$ cat src/rtl/reduce_pkg.sv
// Shared mode encoding and element arithmetic for the lane reduction tree and its accumulator.
package reduce_pkg;

  // Values are passed sign-extended to MAX_DW so one function serves every element width.
  localparam int MAX_DW = 256;

  typedef enum logic [1:0] {
    MODE_SUM  = 2'd0,
    MODE_MAX  = 2'd1,
    MODE_MIN  = 2'd2,
    MODE_RSVD = 2'd3
  } mode_e;

  function automatic logic signed [MAX_DW-1:0] identity(input mode_e mode, input int width);
    logic signed [MAX_DW-1:0] ones;
    ones = '1;
    case (mode)
      MODE_MAX: identity = ones << (width - 1);
      MODE_MIN: identity = ~(ones << (width - 1));
      default:  identity = '0;
    endcase
  endfunction

  // The reserved mode folds as SUM; the error is tracked separately.
  function automatic logic signed [MAX_DW-1:0] combine(input mode_e mode,
                                                       input logic signed [MAX_DW-1:0] a,
                                                       input logic signed [MAX_DW-1:0] b);
    case (mode)
      MODE_MAX: combine = (a > b) ? a : b;
      MODE_MIN: combine = (a < b) ? a : b;
      default:  combine = a + b;
    endcase
  endfunction

endpackage

$ cat src/rtl/reduce_node.sv
// One registered two-input reduction node; sideband travels alongside the combined value.
module reduce_node
  import reduce_pkg::*;
#(
  parameter int DWIDTH = 64
) (
  input  logic              clk,
  input  logic              rst,
  input  logic [DWIDTH-1:0] a_data,
  input  logic              a_valid,
  input  logic              a_last,
  input  logic              a_err,
  input  logic [1:0]        a_mode,
  input  logic [DWIDTH-1:0] b_data,
  input  logic              b_valid,
  input  logic              b_last,
  input  logic              b_err,
  input  logic [1:0]        b_mode,
  output logic [DWIDTH-1:0] y_data,
  output logic              y_valid,
  output logic              y_last,
  output logic              y_err,
  output logic [1:0]        y_mode
);

  logic [DWIDTH-1:0] data_reg, data_next;
  logic              valid_reg, last_reg, err_reg;
  logic [1:0]        mode_reg;

  assign data_next = DWIDTH'(combine(mode_e'(a_mode),
                                     MAX_DW'(signed'(a_data)),
                                     MAX_DW'(signed'(b_data))));

  // Both children always carry the same beat, so merging the sidebands is lossless.
  always_ff @(posedge clk or negedge rst) begin
    if (!rst) begin
      data_reg  <= '0;
      valid_reg <= 1'b0;
      last_reg  <= 1'b0;
      err_reg   <= 1'b0;
      mode_reg  <= '0;
    end else begin
      data_reg  <= data_next;
      valid_reg <= a_valid | b_valid;
      last_reg  <= a_last | b_last;
      err_reg   <= a_err | b_err | (a_mode != b_mode);
      mode_reg  <= a_mode;
    end
  end

  assign y_data  = data_reg;
  assign y_valid = valid_reg;
  assign y_last  = last_reg;
  assign y_err   = err_reg;
  assign y_mode  = mode_reg;

endmodule

$ cat src/rtl/reduction_tree_acc.sv
// Masks a phit of signed lanes, folds it through a pipelined SUM/MAX/MIN tree,
// and accumulates successive phits into one result per packet.
module reduction_tree_acc
  import reduce_pkg::*;
#(
  parameter int LANES  = 8,
  parameter int DWIDTH = 64,
  parameter int CNT_W  = 16
) (
  input  logic                    clk,
  input  logic                    rst,
  input  logic                    in_valid,
  input  logic [LANES*DWIDTH-1:0] in_data,
  input  logic [LANES-1:0]        in_mask,
  input  logic [1:0]              in_mode,
  input  logic                    in_last,
  output logic                    out_valid,
  output logic [DWIDTH-1:0]       out_data,
  output logic [CNT_W-1:0]        out_count,
  output logic                    out_err
);

  localparam int NODES = 2 * LANES - 1;

  typedef enum logic {
    ST_IDLE = 1'b0,
    ST_ACC  = 1'b1
  } state_e;

  // Heap layout: node 0 is the root, lanes occupy indices LANES-1 .. 2*LANES-2.
  logic [DWIDTH-1:0] node_data  [NODES];
  logic              node_valid [NODES];
  logic              node_last  [NODES];
  logic              node_err   [NODES];
  logic [1:0]        node_mode  [NODES];

  logic [DWIDTH-1:0] ident_val;
  assign ident_val = DWIDTH'(identity(mode_e'(in_mode), DWIDTH));

  genvar gi;
  generate
    for (gi = 0; gi < LANES; gi++) begin : g_lane
      assign node_data[LANES-1+gi]  = in_mask[gi] ? in_data[gi*DWIDTH +: DWIDTH] : ident_val;
      assign node_valid[LANES-1+gi] = in_valid;
      assign node_last[LANES-1+gi]  = in_valid & in_last;
      assign node_err[LANES-1+gi]   = (in_mode == MODE_RSVD);
      assign node_mode[LANES-1+gi]  = in_mode;
    end

    for (gi = 0; gi < LANES - 1; gi++) begin : g_node
      reduce_node #(.DWIDTH(DWIDTH)) u_node (
        .clk     (clk),
        .rst     (rst),
        .a_data  (node_data[2*gi+1]),
        .a_valid (node_valid[2*gi+1]),
        .a_last  (node_last[2*gi+1]),
        .a_err   (node_err[2*gi+1]),
        .a_mode  (node_mode[2*gi+1]),
        .b_data  (node_data[2*gi+2]),
        .b_valid (node_valid[2*gi+2]),
        .b_last  (node_last[2*gi+2]),
        .b_err   (node_err[2*gi+2]),
        .b_mode  (node_mode[2*gi+2]),
        .y_data  (node_data[gi]),
        .y_valid (node_valid[gi]),
        .y_last  (node_last[gi]),
        .y_err   (node_err[gi]),
        .y_mode  (node_mode[gi])
      );
    end
  endgenerate

  state_e            state_reg, state_next;
  logic [DWIDTH-1:0] acc_reg, acc_next;
  logic [1:0]        pkt_mode_reg, pkt_mode_next;
  logic [CNT_W-1:0]  count_reg, count_next;
  logic              err_reg, err_next;
  logic              out_valid_reg, out_valid_next;
  logic [DWIDTH-1:0] out_data_reg, out_data_next;
  logic [CNT_W-1:0]  out_count_reg, out_count_next;
  logic              out_err_reg, out_err_next;

  logic [DWIDTH-1:0] fold_data;
  logic [CNT_W-1:0]  fold_count;
  logic              fold_err;
  logic [1:0]        fold_mode;

  // Packet state after absorbing the beat currently leaving the tree.
  always_comb begin
    fold_data  = node_data[0];
    fold_count = CNT_W'(1);
    fold_err   = node_err[0];
    fold_mode  = node_mode[0];
    if (state_reg == ST_ACC) begin
      fold_data  = DWIDTH'(combine(mode_e'(pkt_mode_reg),
                                   MAX_DW'(signed'(acc_reg)),
                                   MAX_DW'(signed'(node_data[0]))));
      fold_count = (count_reg == {CNT_W{1'b1}}) ? count_reg : count_reg + CNT_W'(1);
      fold_err   = err_reg | node_err[0] | (node_mode[0] != pkt_mode_reg);
      fold_mode  = pkt_mode_reg;
    end
  end

  always_comb begin
    state_next     = state_reg;
    acc_next       = acc_reg;
    pkt_mode_next  = pkt_mode_reg;
    count_next     = count_reg;
    err_next       = err_reg;
    out_valid_next = 1'b0;
    out_data_next  = out_data_reg;
    out_count_next = out_count_reg;
    out_err_next   = out_err_reg;
    if (node_valid[0]) begin
      if (node_last[0]) begin
        state_next     = ST_IDLE;
        out_valid_next = 1'b1;
        out_data_next  = fold_data;
        out_count_next = fold_count;
        out_err_next   = fold_err;
      end else begin
        state_next    = ST_ACC;
        acc_next      = fold_data;
        pkt_mode_next = fold_mode;
        count_next    = fold_count;
        err_next      = fold_err;
      end
    end
  end

  always_ff @(posedge clk or negedge rst) begin
    if (!rst) begin
      state_reg     <= ST_IDLE;
      acc_reg       <= '0;
      pkt_mode_reg  <= '0;
      count_reg     <= '0;
      err_reg       <= 1'b0;
      out_valid_reg <= 1'b0;
      out_data_reg  <= '0;
      out_count_reg <= '0;
      out_err_reg   <= 1'b0;
    end else begin
      state_reg     <= state_next;
      acc_reg       <= acc_next;
      pkt_mode_reg  <= pkt_mode_next;
      count_reg     <= count_next;
      err_reg       <= err_next;
      out_valid_reg <= out_valid_next;
      out_data_reg  <= out_data_next;
      out_count_reg <= out_count_next;
      out_err_reg   <= out_err_next;
    end
  end

  assign out_valid = out_valid_reg;
  assign out_data  = out_data_reg;
  assign out_count = out_count_reg;
  assign out_err   = out_err_reg;

endmodule
$ cat config.mk
export PLATFORM = sky130hd
export DESIGN_NAME = reduction_tree_acc
export DESIGN_NICKNAME = d
export VERILOG_FILES = /design/src/rtl/reduce_pkg.sv /design/src/rtl/reduce_node.sv /design/src/rtl/reduction_tree_acc.sv
export SDC_FILE = /design/constraint.sdc
export NUM_CORES = 2
export LEC_CHECK = 0
export BUFFER_PORTS_ARGS = -buffer_cell sky130_fd_sc_hd__buf_2
export CORE_AREA = 2 2 524 526
export DETAILED_ROUTE_END_ITERATION = 8
export DIE_AREA = 0 0 526 528
export GPL_TIMING_DRIVEN = 0
export HOLD_SLACK_MARGIN = 0.12
export PLACE_DENSITY = 0.44
export SLEW_MARGIN = 20
export SYNTH_ARGS = -nofsm -noshare
export SYNTH_HDL_FRONTEND = slang
export SYNTH_HIERARCHICAL = 1
export SYNTH_SLANG_ARGS = --single-unit
export TNS_END_PERCENT = 5
$ cat constraint.sdc
create_clock -name clk -period 4.65 [get_ports clk]
set_clock_uncertainty 0.2 [all_clocks]
set_input_delay 0.6975 -clock clk [delete_from_list [all_inputs] [get_ports clk]]
set_output_delay 0.6975 -clock clk [all_outputs]
set_load 0.1 [all_outputs]
==> key figures <==
Clock tree
  • Reg clk slew, reported paths: 50 ps
  • CTS max path bufs: 3
  • H-tree depth: 3
  • Worst-Skew Late Latency: 700 ps
  • CTS tree: built
  • Total CTS buffers: 79
  • Root Driver: clkbuf_16
  • CTS sink count: 649

Critical path
  • Critical Path Source Type: input pin
  • Critical setup path kind: input pin to flop
  • CP most frequent cell: buf_4
  • Worst r2r src: g_node[0].u_node/y_data[54]
  • CP Launch Point: in_mode[0]
  • Worst-path cell chain: buf_16 > nand2b_4 > clkbuf_16 > nor2_4 > buf_12 > buf_4 > a21o_1 > ha_1 > buf_6 > nand4_1 > buf_4 > nor4_4 > nand2_2 > a311oi_4 > nor4_4 > xnor2_2 > buf_4 > buf_6 > o2bb2ai_4 > and2_4 > buf_12 > a222oi_1 > inv_1
  • Slowest stage delay, CP: 800 ps
  • Arr. time, crit path: 5410 ps
  • Crit path required time: 4990 ps
  • Slowest-stage cell, CP: a222oi_1
  • Critical path fanouts, max: 10
  • Crit. End Element: flop
  • R2R setup slack: -240 ps
  • R2r endpoint: acc_reg[32]
  • R2R depth: 13

Floorplanning
  • Placeable Area: 272000 um^2
  • Num rows: 192
  • Chip height: 528 um
  • # IOs: 608
  • DIE WIDTH: 526 um
  • Die area: 278000 um^2
  • Starting Density: 0.299

Pwr
  • Power consumption: 55500 uW
  • VDD IR max: 0.429 mV
  • Leakage: 0.0458 uW
  • PwrDens: 563 nW/um^2

Placement
  • Post-DP HPWL: 298000 um
  • Placed cell count: 14290
  • PortBufs: 607
  • Routability cong.: 0.941
  • Place WS: -3310 ps

Route
  • Final ANT Viol Nets: 0
  • 1st-iter DRT viols: 6371
  • DR WL/cell: 24.8 um
  • Post-Route WL: 363000 um
  • Drt drc: 0
  • Via/cell ratio: 5.59
  • TritonRoute pass-1 iters: 8
  • Via count: 81716

STA
  • Worst Tran Pin Value: 1170 ps
  • Min cycle time layout: 5070 ps
  • Setup violations, final: 243
  • Hold Slack: 226 ps
  • Hold Violations, Final: 0
  • Worst rel slew slack: 0.220
  • Worst Slack Setup Final: -415 ps
  • Final Max Slew Viols: 0
  • Period Utilization, post-route: 1.09
  • Max Fclk: 0.197 GHz
  • RSZ-0062 raised after global routing: true

Finish
  • Area occupied by multi-input gates: 61500 um^2
  • Max reg flops: 448
  • Fin cells: 14626
  • Filler instances: 28592
  • Storage element area: 16200 um^2
  • Final net count: 12537
  • Share of post-route cells with drive strength above 1: 0.219
  • Layout area overhead: 21.1%

Synthesis
  • EDFF count, synth: 0
  • Yosys cell types: 125
  • Xor-xnor portion of the synthesized cell area: 0.0539
  • Combinational family with the most area after synthesis: compound AO/OA/AOI/OAI gates
  • Post-Synth Simple-Gate Area: 0.135
  • Seq cells post-synth: 649
  • Mapped Area: 81400 um^2
  • Post-synthesis sequential area ratio: 0.200
  • Compound-Gate Fraction of Synth Area: 0.319
  • Ys Warns: 6
  • Fraction of registers with async set or reset after synthesis: 1.00
  • Commonest cells in the netlist: 1177 x a21oi_1, 1056 x inv_1, 1033 x ha_1
  • Synth top area share: 0.200
  • Synth Net Count: 11653
  • Gate Count Post-Synth: 10086
  • Mux contribution to synthesized area: 0.0351
  • Mean Syn Cell Area: 8.07 um^2
  • Most frequent cell after synthesis: a21oi_1
  • Post-synth top area cell: dfrtp_1
  • Synth top area cells: dfrtp_1 20%, ha_1 16%, a21oi_1 7.2%
  • Synth Area in Adders: 0.161
  • Synth Flop Type: dfrtp_1

Global routing
  • Initial antenna violation count: 32
  • All-Layer GR Usage: 0.249
  • Pin count of the biggest net entering global routing: 101
  • Global route overflow: 0
  • First-pass GRT wire length: 528000 um
  • Number of global-route vias before repair: 79207

Min path
  • HP Start: g_node[3].u_node/y_valid
  • Worst min path class: flop to flop
  • Hold EP: g_node[1].u_node/y_valid
  • Hold Path Stages: 1

Run status
  • Status: complete, but fails checks
  • Failing checks: negative setup slack

Flow run
  • Reported max-cap violation count: 0
routing by layer:
metal  vias up  track usage  share of wire  routed length, um
li1      38307            -              -                  -
met1     40537        0.354           0.47             171000
met2      2491        0.402           0.45             164000
met3       377       0.0228          0.049              17600
met4         4       0.0624          0.029              10500
met5         -            0       0.000074                 27
cell usage in the layout (no fill, tap or decap), types with 98 or more instances in the layout:
master    synthesis  routed
nand3_1         116     110
nor4_1          135     111
a221oi_2        176     203
buf_2           104     675
a221oi_1        204     157
a21oi_2           4     140
a21oi_1        1177    1024
nor3_1          139     124
nor2_1          746     728
o21ai_0         444     407
nor2b_1         105     104
buf_4            51     251
nand4_1         164     164
nand2_1         478     473
o31ai_1         164     148
buf_6            68      98
mux2_2          133     132
o21bai_1        217     214
clkbuf_1        328     229
ha_1           1033     948
dfrtp_1         649     642
xnor2_1         411     409
a21o_1          595     527
inv_1          1056    1043
worst max-delay path by stage:
stage / cells past startpoint / to / slack, ps
final: 23 / g_node[6].u_node/y_data[21] / -420
after global routing: 23 / g_node[6].u_node/y_data[21] / -520
after CTS: 24 / g_node[6].u_node/y_data[21] / -430
after detailed placement: 23 / g_node[6].u_node/y_data[21] / -3310
after global placement: 1 / g_node[5].u_node/y_data[42] / -11260
after floorplan: 22 / g_node[6].u_node/y_data[38] / -20
worst max-delay path: cells and delay by family:
| family | cells | cell delay [ps] |
|---|---|---|
| AO/OA/AOI/OAI | 4 | 1500 |
| buffers and inverters | 10 | 1490 |
| AND/OR/NAND/NOR | 7 | 1180 |
| adder cells (fa/ha/maj) | 1 | 300 |
| XOR/XNOR | 1 | 190 |
what timing repair did:
action / CTS / global route
gates cloned: 3 / 7
setup buffers: 110 / 109
gates resized for setup: 605 / 481
hold buffers: 4 / 0
endpoints found under the hold margin: 82 / 0
endpoints found under the setup margin: 493 / 501
pin swaps: 99 / 117
final cells by class:
class | count | area share
sequential | 649 | 0.165
clock buffer | 109 | 0.0232
antenna | 6 | 0.000152
inverter | 1074 | 0.0409
clock inverter | 33 | 0.00423
timing repair buffer | 847 | 0.0549
buffer | 589 | 0.0429
multi-input combinational | 7730 | 0.623
tap | 3589 | 0.0456
kinds of logic after synthesis:
group                      Yosys count
muxes                              245
AOI/OAI and AO/OA                 3707
and+or+nand+nor                   2240
buffers and inverters             1707
adders and majority gates         1041
xor gates and xnor gates           497
DFF                                649
per-stage QoR:
| step | util | cell area, um^2 | setup TNS, ps |
|---|---|---|---|
| after global routing | 0.362 | 98600 | -62790 |
| final | 0.362 | 98600 | -34470 |
| after CTS | 0.351 | 95600 | -33250 |
| after detailed placement | 0.328 | 89200 | -717270 |
| after floorplan | - | 81500 | -301 |
| after global placement | 0.327 | 89000 | -8062340 |
power breakdown:
group / leakage (uW) / internal [uW] / total [uW] / switching [uW]
sequential: 0.00787 / 7580 / 10700 / 3100
clock: 0.00132 / 3890 / 6500 / 2610
combinational: 0.0366 / 14100 / 38300 / 24200
No activity file was read; power rests on OpenSTA's default activity.
